[src/rtl/ctrl_unit.sv]
// Main control decoder: registered opcode/zero decode into datapath selects and enables.
// Optional macro CTRL_ILLEGAL_FLAG_EN adds a registered `illegal` output for undefined opcodes.
module ctrl_unit #(
  parameter int unsigned OPC_W  = 6,
  parameter int unsigned FUNC_W = 2
) (
  input  logic              clk,
  input  logic              rst,
  input  logic [OPC_W-1:0]  i_code,
  input  logic              zero,
  output logic              pc_sel,
  output logic              ext_sel,
  output logic              reg_i_w_enable,
  output logic              reg_k_sel,
  output logic              reg_i_sel,
  output logic              alu_k_sel,
  output logic              ram_w_enable,
`ifdef CTRL_ILLEGAL_FLAG_EN
  output logic [FUNC_W-1:0] func_sel,
  output logic              illegal
`else
  output logic [FUNC_W-1:0] func_sel
`endif
);

  localparam logic [OPC_W-1:0] OP_ALU  = 6'b000001;
  localparam logic [OPC_W-1:0] OP_LW   = 6'b000010;
  localparam logic [OPC_W-1:0] OP_SW   = 6'b000011;
  localparam logic [OPC_W-1:0] OP_BEQ  = 6'b000100;
  localparam logic [OPC_W-1:0] OP_JUMP = 6'b000101;

  localparam logic [FUNC_W-1:0] FN_ADD  = 2'b00;
  localparam logic [FUNC_W-1:0] FN_SUB  = 2'b01;
  localparam logic [FUNC_W-1:0] FN_RTYP = 2'b10;

  logic              pc_d, ext_d, regw_d, k_d, isel_d, aluk_d, ramw_d, ill_d;
  logic [FUNC_W-1:0] func_d;

  always_comb begin
    pc_d   = 1'b0;
    ext_d  = 1'b0;
    regw_d = 1'b0;
    k_d    = 1'b0;
    isel_d = 1'b0;
    aluk_d = 1'b0;
    ramw_d = 1'b0;
    func_d = '0;
    ill_d  = 1'b0;
    case (i_code)
      OP_ALU: begin
        regw_d = 1'b1;
        k_d    = 1'b1;
        func_d = FN_RTYP;
      end
      OP_LW: begin
        ext_d  = 1'b1;
        regw_d = 1'b1;
        isel_d = 1'b1;
        aluk_d = 1'b1;
        func_d = FN_ADD;
      end
      OP_SW: begin
        ext_d  = 1'b1;
        aluk_d = 1'b1;
        ramw_d = 1'b1;
        func_d = FN_ADD;
      end
      OP_BEQ: begin
        pc_d   = zero;
        ext_d  = 1'b1;
        func_d = FN_SUB;
      end
      OP_JUMP: pc_d = 1'b1;
      default: ill_d = 1'b1;
    endcase
  end

  always_ff @(posedge clk) begin
    if (rst) begin
      pc_sel         <= 1'b0;
      ext_sel        <= 1'b0;
      reg_i_w_enable <= 1'b0;
      reg_k_sel      <= 1'b0;
      reg_i_sel      <= 1'b0;
      alu_k_sel      <= 1'b0;
      ram_w_enable   <= 1'b0;
      func_sel       <= '0;
    end else begin
      pc_sel         <= pc_d;
      ext_sel        <= ext_d;
      reg_i_w_enable <= regw_d;
      reg_k_sel      <= k_d;
      reg_i_sel      <= isel_d;
      alu_k_sel      <= aluk_d;
      ram_w_enable   <= ramw_d;
      func_sel       <= func_d;
    end
  end

`ifdef CTRL_ILLEGAL_FLAG_EN
  always_ff @(posedge clk) begin
    if (rst) illegal <= 1'b0;
    else     illegal <= ill_d;
  end
`else
  // ill_d has no consumer in this build; fold it into a dead term so lint stays quiet.
  logic unused_ill;
  assign unused_ill = ill_d;
`endif

endmodule

[config.mk]
export PLATFORM = sky130hd
export DESIGN_NAME = ctrl_unit
export DESIGN_NICKNAME = d
export VERILOG_FILES = /design/src/rtl/ctrl_unit.sv
export SDC_FILE = /design/constraint.sdc
export NUM_CORES = 1
export LEC_CHECK = 0
export ABC_CLOCK_PERIOD_IN_PS = 1570
export CORE_AREA = 2 2 39 41
export CTS_CLUSTER_DIAMETER = 80
export DETAILED_ROUTE_END_ITERATION = 8
export DIE_AREA = 0 0 41 43
export PLACE_DENSITY = 0.64
export SLEW_MARGIN = 15
export SYNTH_ARGS = -nofsm -noshare
export SYNTH_HDL_FRONTEND = slang
export SYNTH_SLANG_ARGS = --single-unit
[constraint.sdc]
create_clock -name clk -period 1.57 [get_ports clk]
set_input_delay 0.314 -clock clk [delete_from_list [all_inputs] [get_ports clk]]
set_output_delay 0.314 -clock clk [all_outputs]
set_load 0.02 [all_outputs]
[Word level (Yosys, flattened, before mapping)]
Cells that the tools add are included.
Cells by class
  reductions and logical operators: 3
  equality and inequality tests: 5
  mux-type cells: 8
Operators with widths (number)
  $eq 6x2->1 const B: 2
  $eq 6x3->1 const B: 2
  $eq 6x1->1 const B: 1
  $mux 1: 6
  $pmux 2 s2: 1
  $reduce_or 2->1: 2
  $reduce_or 3->1: 1
  $pmux 1 s2: 1
Word-level totals
  input bits: 9
  register bits after elaboration: 9
  output and inout bits: 9
  logic and storage cells: 24

[Depth between registers and ports, before layout]
Gate-level depths: netlist of run 1.
  depth after elaboration: 3
  depth in mapped cells: 3
  gate-level depth less buffers: 2

[Worst setup path after synthesis of run 1]
Ideal clock, no wire load.
  path type: input -> register
  start point: input i_code[3]
  end point: register pc_sel
  stages: 3
  required time: 1.483 ns
  arrival: 1.190 ns
  setup time: 0.087 ns
  setup slack: 0.293 ns
  buffers on the path: 1
  cell sequence: or4_4 > buf_6 > nor4b_4
On the way
  longest elaborated chain between the ends: 2
  elaborated cells between the ends (all ways): 3
  classes of those cells: eq/ne: 2; mux: 1
Ends and longest elaborated chain
  start, declared: RTL line 9  | input logic [OPC_W-1:0] i_code,
  $eq 6x3->1: RTL line 49  | case (i_code)
  $pmux 1 s2 *: RTL line 49
  end signal, assigned: RTL line 89  | pc_sel <= pc_d;
  end, declared: RTL line 11  | output logic pc_sel,
Every way passes the cells marked *; elsewhere a longest branch is shown, timed or not.
A chain may end at the register's enable or synchronous reset.

[Final worst setup path of run 1]
  start point: register pc_sel
  end point: output pc_sel
No word-level cell between the ends.

==> key figures, run 1 <==
Worst setup path
  – Slowest Stage Delay on Critical Path: approximately 0.6 ns
  – Critical-path top delay cell: clkdlybuf4s50_1
  – Delay-heaviest family, CP: buffers and inverters
  – Max FO, Critical Path: 1
  – Startpoint types: register
  – Worst-path cell chain: clkdlybuf4s50_1
  – Kind of end point of the critical path: output pin
  – Crit path kind: register to output pin
  – Worst Path Buf+Inv: 1
  – CP Data Required Time: roughly 1.3 ns
  – Critical path data arrival time: around 1.2 ns

STA
  – Tmin final: roughly 1.5 ns
  – Period utilisation layout: 94.0%
  – Fmax: 678 MHz
  – Unrepaired setup endpoints after global routing: no
  – Sum of negative setup slack: 0 ns
  – Endpoints failing setup: 0
  – Slew Limit Fails: 0
  – Final hold violation count: 0
  – Max_slew headroom: 84.9%
  – Worst slew pin tran: approximately 0.22 ns
  – Fin Hold WS: 0.727 ns

Place
  – Input/output buffers: 17
  – Dpl hpwl: 434 um
  – Placed Area: approximately 500 um^2
  – Routability Congestion: 0.650

Synth
  – Synth Net Count: 34
  – Ys Warns: 0
  – Cells after Synth: 25
  – Synthesized cell area: 298 um^2
  – #FFs+latches synth: 9
  – Post-synthesis cell type count: 12
  – Seq/Total Area, Yosys: about three fifths
  – Avg Cell Area, Syn: 11.9 um^2

Route
  – Via Count: 249
  – Antenna-violating nets left: 0
  – DRC: 0
  – Wirelength per Cell: 8.52 um
  – Vias per cell: 3.89
  – Starting DRT DRC Count: 5
  – DR pass1 iterations: 4
  – Drt total wl: between 500 and 600 um

Clocking
  – CTS Buffer Depth: 2
  – Clk root buf: clkbuf_4
  – TritonCTS clock tree: done
  – Post-CTS Repair Setup Buffers: 0
  – Gates resized, CTS repair: 0
  – Clock tree sinks: 9
  – CTS Buf Count: 3
  – Clock transition at the registers of the reported paths: ~0.06 ns
  – H-Tree Depth: 1
  – Cts hold-fix bufs: 0

Flow run
  – Max-cap viol count: 0

Pwr
  – VDD IR max: 0.342 mV
  – Clk pwr share: 37.4%
  – Leakage power: 0.192 nW
  – P_sw: 0.0899 mW
  – Combinational power share: 11.3%
  – Sequential share of power: 51.4%
  – Internal: approximately 0.36 mW
  – Pwr dens: 855 mW/mm^2
  – Sw frac: between 20% and 30%

Hold path
  – Hold path depth: 3
  – Hold Path Sink: func_sel[0]$_SDFF_PP0_
  – HP Start: i_code[1]
  – Hold Path Class: input pin to register

Global route
  – Overflow after GRT: 0
  – Initial antenna violation count: 0
  – First-pass GRT wire length: around 920 um
  – Global-route usage over all layers: 8.36%
  – Number of global-route vias before repair: around 240
  – Largest net degree at the start of global routing: 10

Layout
  – Layout area overhead: 76.5%
  – Layout cell share with drive strength beyond 1: 18.8%
  – Antenna diodes: 0
  – Fillers: 153
  – Final net count: between 50 and 60
  – Final Cell Area: about 530 um^2

Run status
  – Status: completed

Floorplanning
  – # IOs: 18
  – Die Height: 43 um
  – Initial Utilization: 21.5%
  – Die area: 0.00176 mm^2
  – Core area: 0.00138 mm^2
  – FP Rows: 14
  – Die Span X: between 40 and 50 um
[power groups by stage]
stage	registers [mW]	logic, mW	clock network, mW
after floorplan	0.238	0.0139	0
after global placement	0.236	0.0498	0
after detailed placement	0.236	0.0506	0
after CTS	0.231	0.0508	0.179
after global routing	0.231	0.0550	0.193
final	0.231	0.0506	0.168
[per-stage QoR]
stage	utilization, %	instances	worst slack [ns]	power [mW]
global route	38.0	64	0.0448	0.478
CTS	38.0	64	0.0736	0.460
global placement	36.1	60	-0.0753	0.286
detailed placement	36.1	60	-0.115	0.286
finish	38.0	64	0.0946	0.449
floorplan	-	25	0.293	0.252
[layout make-up]
class,count,area (um^2),area share (%)
timing repair buffer,20,193,36.7
sequential,9,180,34.3
multi-input combinational,14,103,19.5
clock buffer,4,26.3,5.00
tap,16,20.0,3.81
inverter,1,3.75,0.714
[worst max path at each step]
stage	end	cells after the start	from
after floorplan	pc_sel$_SDFF_PP0_	3	i_code[3]
after global placement	pc_sel$_SDFF_PP0_	3	i_code[3]
after detailed placement	pc_sel$_SDFF_PP0_	3	i_code[3]
after CTS	pc_sel	1	pc_sel$_SDFF_PP0_
after global routing	ram_w_enable	1	ram_w_enable$_SDFF_PP0_
final	pc_sel	1	pc_sel$_SDFF_PP0_
[Yosys cell counts]
master	instances	area share (%)
nor4_1	2	4.2
nor4b_4	1	8.0
buf_6	1	3.8
nor2_1	3	3.8
inv_1	1	1.3
or3b_2	1	2.9
xnor2_1	1	2.9
nor3_1	3	5.0
or4_4	1	3.8
nand2b_1	1	2.1
a21oi_1	1	1.7
dfxtp_1	9	61
[cell usage in the layout (no fill, tap or decap)]
cell type / count
xnor2_1: 1
nand2b_1: 1
clkbuf_4: 3
or3b_2: 1
dfxtp_1: 9
or4_4: 1
nor2_1: 3
nor4b_4: 1
buf_4: 3
nor3_1: 3
clkbuf_1: 1
nor4_1: 2
a21oi_1: 1
inv_1: 1
clkdlybuf4s50_1: 17
[tightest hold or removal path: cells and delay by family]
kind	cells	cell delay (ns)
simple gates	2	0.15
buf+inv	1	0.47
[sequential cells by signal, indices dropped and copies added (netlist names)]
register        count
ram_w_enable        1
func_sel            2
reg_i_w_enable      1
reg_i_sel           1
pc_sel              1
reg_k_sel           1
ext_sel             1
alu_k_sel           1
[logic make-up after synthesis]
kind of cell	after synthesis	synth area share, %
buffers and inverters	2	5.04
xor gates and xnor gates	1	2.94
and+or+nand+nor	12	29.8
AOI/OAI and AO/OA	1	1.68
DFF	9	60.5
[metal layers]
metal | vias up | GRT usage [%] | routed length [um]
li1 | 131 | - | -
met1 | 100 | 8.44 | 225
met2 | 18 | 10.9 | 243
met3 | 0 | 8.38 | 76
met4 | 0 | 4.00 | 0
met5 | - | 0 | 0
Note: power is estimated with default switching activity, not from simulation.
==> inputs of run 2 (changes only) <==
Settings changed: CAP_MARGIN set to 20, CTS_BUF_LIST set to sky130_fd_sc_hd__clkbuf_4 sky130_fd_sc_hd__clkbuf_8 sky130_fd_sc_hd__clkbuf_16, MAX_ROUTING_LAYER set to met4.
==> run 2 against run 1 <==
Effect of this change: non-clock buffer count unchanged; hold slack better by 0.0014 ns; utilization up 0.27 points; power up 3.6%; flip-flop and latch count unchanged; combinational power about the same; sequential share of layout area down 0.24 points; via count down 2.0%; final area up 0.71%; die area unchanged.
==> key figures, run 2 (synthesized netlist as in run 1, its figures left out) <==
Worst setup path
  – Delay-heaviest family, CP: buffers and inverters
  – WP depth: 1 (unchanged)
  – Crit path kind: register to output pin
  – CP startpoint: pc_sel$_SDFF_PP0_
  – Critical-path top delay cell: clkdlybuf4s50_1
  – CP Data Required Time: 1.26 ns (about the same)
  – Slowest Stage Delay on Critical Path: 0.60 ns (about the same)
  – Startpoint types: register
  – Worst-path cell chain: clkdlybuf4s50_1
  – Worst Path Buf+Inv: 1 (unchanged)
  – Kind of end point of the critical path: output pin
  – Critical path data arrival time: 1.16 ns (about the same)
  – Max FO, Critical Path: 1 (unchanged)

Global route
  – Global-route usage over all layers: 7.95% (-0.41 points)
  – Number of global-route vias before repair: 241 (+2.1%)
  – Initial antenna violation count: 0 (unchanged)
  – Largest net degree at the start of global routing: 10 (unchanged)
  – First-pass GRT wire length: 903 um (-2.3%)
  – Overflow after GRT: 0 (unchanged)

Pwr
  – Leakage power: 0.195 nW (+1.8%)
  – VDD IR max: 0.388 mV (+13%)
  – Clk pwr share: 39.6% (+2.2 points)
  – Sw frac: 19.1% (-0.89 points)
  – Internal: 0.377 mW (+4.8%)
  – P_sw: 0.0891 mW (-0.96%)
  – Pwr dens: 880 mW/mm^2 (+2.9%)
  – Combinational power share: 10.9% (-0.4 points)
  – Sequential share of power: 49.6% (-1.8 points)

Clocking
  – Post-CTS Repair Setup Buffers: 0 (unchanged)
  – Cts hold-fix bufs: 0 (unchanged)
  – Gates resized, CTS repair: 0 (unchanged)
  – Clock tree sinks: 9 (unchanged)
  – Clk root buf: clkbuf_4
  – Clock transition at the registers of the reported paths: 0.06 ns (about the same)
  – H-Tree Depth: 1 (unchanged)
  – CTS Buf Count: 3 (unchanged)
  – CTS Buffer Depth: 2 (unchanged)
  – TritonCTS clock tree: done

STA
  – Tmin final: 1.47 ns (-0.00179 ns)
  – Max_slew headroom: 85.0% (+0.092 points)
  – Unrepaired setup endpoints after global routing: no
  – Slew Limit Fails: 0 (unchanged)
  – Final hold violation count: 0 (unchanged)
  – Endpoints failing setup: 0 (unchanged)
  – Period utilisation layout: 93.9% (-0.11 points)
  – Worst slew pin tran: 0.223 ns (-0.00136 ns)
  – Fmax: 679 MHz (+0.12%)

Layout
  – Most flops, register: func_sel
  – Largest register FFs: 2 (unchanged)
  – Layout cell share with drive strength beyond 1: 20.8% (+2.1 points)
  – Final net count: 58 (unchanged)
  – Non-Filler Instances: 64 (unchanged)
  – Layout area overhead: 77.7%
  – Most frequent cells in the layout: clkdlybuf4s50_1, dfxtp_1, clkbuf_4
  – Commonest non-fill, non-tap cell in the layout: clkdlybuf4s50_1
  – Final Cell Area: 529 um^2 (+0.71%)
  – Antenna diodes: 0 (unchanged)

Route
  – DR pass1 iterations: 2 (-2)
  – Wirelength per Cell: 8.44 um (-0.92%)
  – Drt total wl: 540 um (-0.92%)
  – Starting DRT DRC Count: 4 (-1)
  – DRC: 0 (unchanged)
  – Vias per cell: 3.81 (-2.0%)
  – Via Count: 244 (-2.0%)
  – Antenna-violating nets left: 0 (unchanged)

Run status
  – Status: completed

Floorplanning
  – Core area: 0.00138 mm^2 (unchanged)
  – Die area: 0.00176 mm^2 (unchanged)
  – # IOs: 18 (unchanged)
  – Initial Utilization: 21.5% (unchanged)
  – Die Span X: 41 um (unchanged)
  – FP Rows: 14 (unchanged)
  – Die Height: 43 um (unchanged)

Place
  – Dpl hpwl: 434 um (unchanged)
  – Placed Area: 499 um^2 (unchanged)
  – Routability Congestion: 0.656 (+0.89%)
  – Input/output buffers: 17 (unchanged)
  – Dpl cells: 60 (unchanged)

Hold path
  – Hold path depth: 3 (unchanged)
  – Hold Path Class: input pin to register
  – Hold Path Sink: func_sel[0]$_SDFF_PP0_
  – HP Start: i_code[1]

Flow run
  – Max-cap viol count: 0 (unchanged)
-- run 2: cell types whose count changed in the layout (fill, tap and decap cells not counted) --
| cell | delta |
|---|---|
| clkbuf_1 | -1 |
| clkbuf_4 | +1 |
-- run 2: worst max-delay path by stage --
stage	slack [ns]	end
2_1_floorplan	0.29	pc_sel$_SDFF_PP0_
3_3_place_gp	-0.08	pc_sel$_SDFF_PP0_
3_5_place_dp	-0.11	pc_sel$_SDFF_PP0_
4_1_cts	0.08	pc_sel
5_1_grt	0.05	ram_w_enable
6_report	0.1	pc_sel
-- run 2: layer usage --
layer	vias to the layer above	routed length [um]	track usage, %
li1	132	-	-
met1	98	244	8.77
met2	14	238	10.9
met3	0	57	6.28
met4	0	0	2.00
met5	-	0	-
-- run 2: tightest hold or removal path, cell delays in order --
cell             delay, ns
clkdlybuf4s50_1       0.47
or3b_2                0.12
nor2_1                0.03
-- run 2: power by group through the flow --
| stage | Combinational (mW) | Sequential (mW) | Clock, mW |
|---|---|---|---|
| detailed placement | 0.0506 | 0.236 | 0 |
| CTS | 0.0508 | 0.231 | 0.193 |
| floorplan | 0.0139 | 0.238 | 0 |
| finish | 0.0507 | 0.231 | 0.184 |
| global route | 0.0550 | 0.231 | 0.205 |
| global placement | 0.0498 | 0.236 | 0 |
-- run 2: cell type report --
cell class | count | area, um^2
clock buffer | 4 | 30.0
fill | 152 | 855
inverter | 1 | 3.75
multi-input combinational | 14 | 103
sequential | 9 | 180
tap | 16 | 20.0
timing repair buffer | 20 | 193
-- run 2: metrics by stage --
step                hold slack, ns  util, %  TNS (ns)  setup WS [ns]  power [mW]
finish                       0.729     38.2         0         0.0964       0.466
global route                 0.740     38.2         0         0.0532       0.490
CTS                          0.721     38.2         0         0.0774       0.475
detailed placement           0.994     36.1    -0.300         -0.115       0.286
global placement             0.998     36.1    -0.197        -0.0753       0.286
floorplan                    0.385        -         0          0.293       0.252
==> inputs of run 3 (changes only) <==
Settings changed: ABC_AREA set to 1, ABC_CLOCK_PERIOD_IN_PS 1570 to 1200, PLACE_DENSITY 0.64 to 0.65.
Clock period 1.57 ns to 1.2 ns, I/O delays scaled along.
==> run 3 against run 2 <==
Effect of this change: sequential power rose by 31%; final cell count is 11% higher; final area decreased by 5.2%; first-iteration DRC count is 75% lower; non-clock buffer count down 3; flip-flop and latch count did not move; critical path type unchanged.
==> key figures, run 3 <==
Floorplanning
  – Core area: 0.00138 mm^2 (unchanged)
  – Die area: 0.00176 mm^2 (unchanged)
  – FP Rows: 14 (unchanged)
  – Die Span X: 41 um (unchanged)
  – Die Height: 43 um (unchanged)
  – Initial Utilization: 21.2% (-0.36 points)
  – # IOs: 18 (unchanged)

Clocking
  – H-Tree Depth: 1 (unchanged)
  – CTS Buf Count: 3 (unchanged)
  – Clk root buf: clkbuf_4
  – Cts hold-fix bufs: 0 (unchanged)
  – CTS Buffer Depth: 2 (unchanged)
  – TritonCTS clock tree: done
  – Clock transition at the registers of the reported paths: 0.06 ns (about the same)
  – Clock tree sinks: 9 (unchanged)
  – Post-CTS Repair Setup Buffers: 0 (unchanged)

Synth
  – Synthesized cell area: 293 um^2 (-1.7%)
  – #FFs+latches synth: 9 (unchanged)
  – Largest family of logic cells by synthesized area: simple AND/OR/NAND/NOR gates
  – Cells after Synth: 34 (+36%)
  – Synth Net Count: 43 (+26%)
  – Post-synthesis mux area share: 0% (unchanged)
  – Synth top area share: 61.5% (+1.0 points)
  – Most frequent cell after synthesis: dfxtp_1
  – Post-synth EDFFs: 0 (unchanged)
  – Post-synth ARST share: 0% (unchanged)
  – Post-Synth Adder-Cell Area: 0% (unchanged)
  – Seq/Total Area, Yosys: 61.5% (+1.0 points)
  – Top post-synthesis cells by area: dfxtp_1, nor2_1, inv_1, nand2_1, nor2_4
  – Post-synthesis xor/xnor area fraction: 0% (-2.9 points)
  – Cell taking the most area after synthesis: dfxtp_1
  – Commonest cells in the netlist: dfxtp_1, nor2_1, inv_1, nand2_1
  – Ys Warns: 0 (unchanged)
  – Compound-Gate Fraction of Synth Area: 4.27% (+2.6 points)
  – Most used DFF post-synth: dfxtp_1
  – Post-synthesis cell type count: 11 (-1)
  – Avg Cell Area, Syn: 8.61 um^2 (-28%)
  – Post-Synth Simple-Gate Area: 25.2% (-4.6 points)

STA
  – Fin Hold WS: 0.614 ns (-0.115 ns)
  – Worst slew pin tran: 0.209 ns (-0.0142 ns)
  – Final hold violation count: 0 (unchanged)
  – Sum of negative setup slack: 0 ns (unchanged)
  – Fmax: 882 MHz
  – Tmin final: 1.13 ns
  – Max_slew headroom: 86.1% (+1.1 points)
  – Slew Limit Fails: 0 (unchanged)
  – Endpoints failing setup: 0 (unchanged)
  – Final setup margin: 0.0668 ns (-0.0295 ns)
  – Unrepaired setup endpoints after global routing: no
  – Period utilisation layout: 94.4%

Hold path
  – Hold Path Class: input pin to register
  – HP Start: zero

Worst setup path
  – Worst-path cell chain: dlygate4sd2_1
  – CP Capture Point: func_sel[1]
  – Startpoint types: register
  – Slowest Stage Delay on Critical Path: 0.32 ns (-0.28 ns)
  – Max FO, Critical Path: 1 (unchanged)
  – CP Data Required Time: 0.96 ns (-0.30 ns)
  – Worst Path Buf+Inv: 1 (unchanged)
  – Crit path kind: register to output pin
  – WP depth: 1 (unchanged)
  – Kind of end point of the critical path: output pin
  – Critical path data arrival time: 0.89 ns (-0.27 ns)
  – CP startpoint: func_sel[1]$_SDFF_PP0_
  – Critical-path top delay cell: dlygate4sd2_1
  – Delay-heaviest family, CP: buffers and inverters

Route
  – DRC: 0 (unchanged)
  – Wirelength per Cell: 7.18 um (-15%)
  – Drt total wl: 510 um (-5.6%)
  – Starting DRT DRC Count: 1 (-3)
  – Via Count: 277 (+14%)
  – Antenna-violating nets left: 0 (unchanged)
  – Vias per cell: 3.90 (+2.3%)
  – DR pass1 iterations: 2 (unchanged)

Layout
  – Final net count: 65 (+12%)
  – Most flops, register: func_sel
  – Layout cell share with drive strength beyond 1: 12.7% (-8.1 points)
  – Final Cell Area: 502 um^2 (-5.2%)
  – Largest register FFs: 2 (unchanged)
  – Fillers: 161 (+5.9%)
  – Most frequent cells in the layout: dfxtp_1, dlygate4sd2_1, clkdlybuf4s50_1
  – Layout area overhead: 71.4%
  – Antenna diodes: 0 (unchanged)

Pwr
  – VDD IR max: 0.374 mV (-3.7%)
  – Leakage power: 0.278 nW (+43%)
  – Tot Pwr: 0.611 mW (+31%)
  – Pwr dens: 1220 mW/mm^2 (+38%)

Global route
  – Busiest grt layer: met4
  – First-pass GRT wire length: 752 um (-17%)
  – Number of global-route vias before repair: 212 (-12%)
  – Overflow after GRT: 0 (unchanged)
  – Global-route usage over all layers: 7.53% (-0.42 points)
  – M1 GR Usage: 8.09% (-0.68 points)
  – Met3 usage: 3.14% (-3.1 points)
  – Initial antenna violation count: 0 (unchanged)
  – Routing usage on met2: 7.50% (-3.4 points)
  – Largest net degree at the start of global routing: 6 (-4)

Flow run
  – Max-cap viol count: 0 (unchanged)

Place
  – Routability Congestion: 0.693 (+5.8%)
  – Input/output buffers: 17 (unchanged)
  – Pre-CTS setup slack: 0.00994 ns (+0.125 ns)
  – Placed Area: 483 um^2 (-3.3%)

Run status
  – Status: completed
-- run 3: cell types whose count changed after synthesis, moves of 2 or more --
cell     delta
inv_1       +4
nor3_1      -2
nand2_1     +4
nand3_1     +2
inv_2       +2
nor2_1      +4
nor4_1      -2
-- run 3: through the flow --
step	utilization (%)	std cells
after detailed placement	34.9	67
after global routing	36.3	71
final	36.3	71
after CTS	36.3	71
after global placement	34.9	67
after floorplan	-	34
-- run 3: worst min-delay path by stage --
stage	slack (ns)	depth (start not counted)	to
2_1_floorplan	0.39	2	ram_w_enable$_SDFF_PP0_
5_1_grt	0.63	3	pc_sel$_SDFF_PP0_
3_3_place_gp	0.89	3	pc_sel$_SDFF_PP0_
4_1_cts	0.61	3	pc_sel$_SDFF_PP0_
3_5_place_dp	0.89	3	pc_sel$_SDFF_PP0_
6_report	0.61	3	pc_sel$_SDFF_PP0_
-- run 3: logic make-up (layout without fill, tap and decap cells) --
logic type / count (synthesis) / in the layout
AND/OR/NAND/NOR: 16 / 16
flip-flops: 9 / 9
buffers and inverters: 7 / 28
AO/OA/AOI/OAI: 2 / 2
-- run 3: routing by layer --
layer  up-vias  wire length, um  share of wire (%)
li1        144                -                  -
met1       109              210                 41
met2        19              191                 37
met3         5               66                 13
met4         0               42                8.2
met5         -                0                  0
-- run 3: area by class of cell --
type	count	area (um^2)	area share, %
Timing Repair Buffer	17	159	31.7
Sequential cell	9	180	35.9
Inverter	7	26.3	5.24
Clock buffer	4	30.0	5.99
Multi-Input combinational cell	18	86.3	17.2
Tap cell	16	20.0	3.99
-- run 3: where the power goes --
group / internal [mW] / leakage [nW] / switching [mW]
Sequential: 0.301 / 0.0726 / 0.000447
Clock: 0.151 / 0.0184 / 0.103
Combinational: 0.0315 / 0.187 / 0.0241
-- run 3: what timing repair did --
action	4_1_cts	5_1_grt
setup endpoints to repair	9	0
resized for setup	9	0
endpoints found under the hold margin	0	0
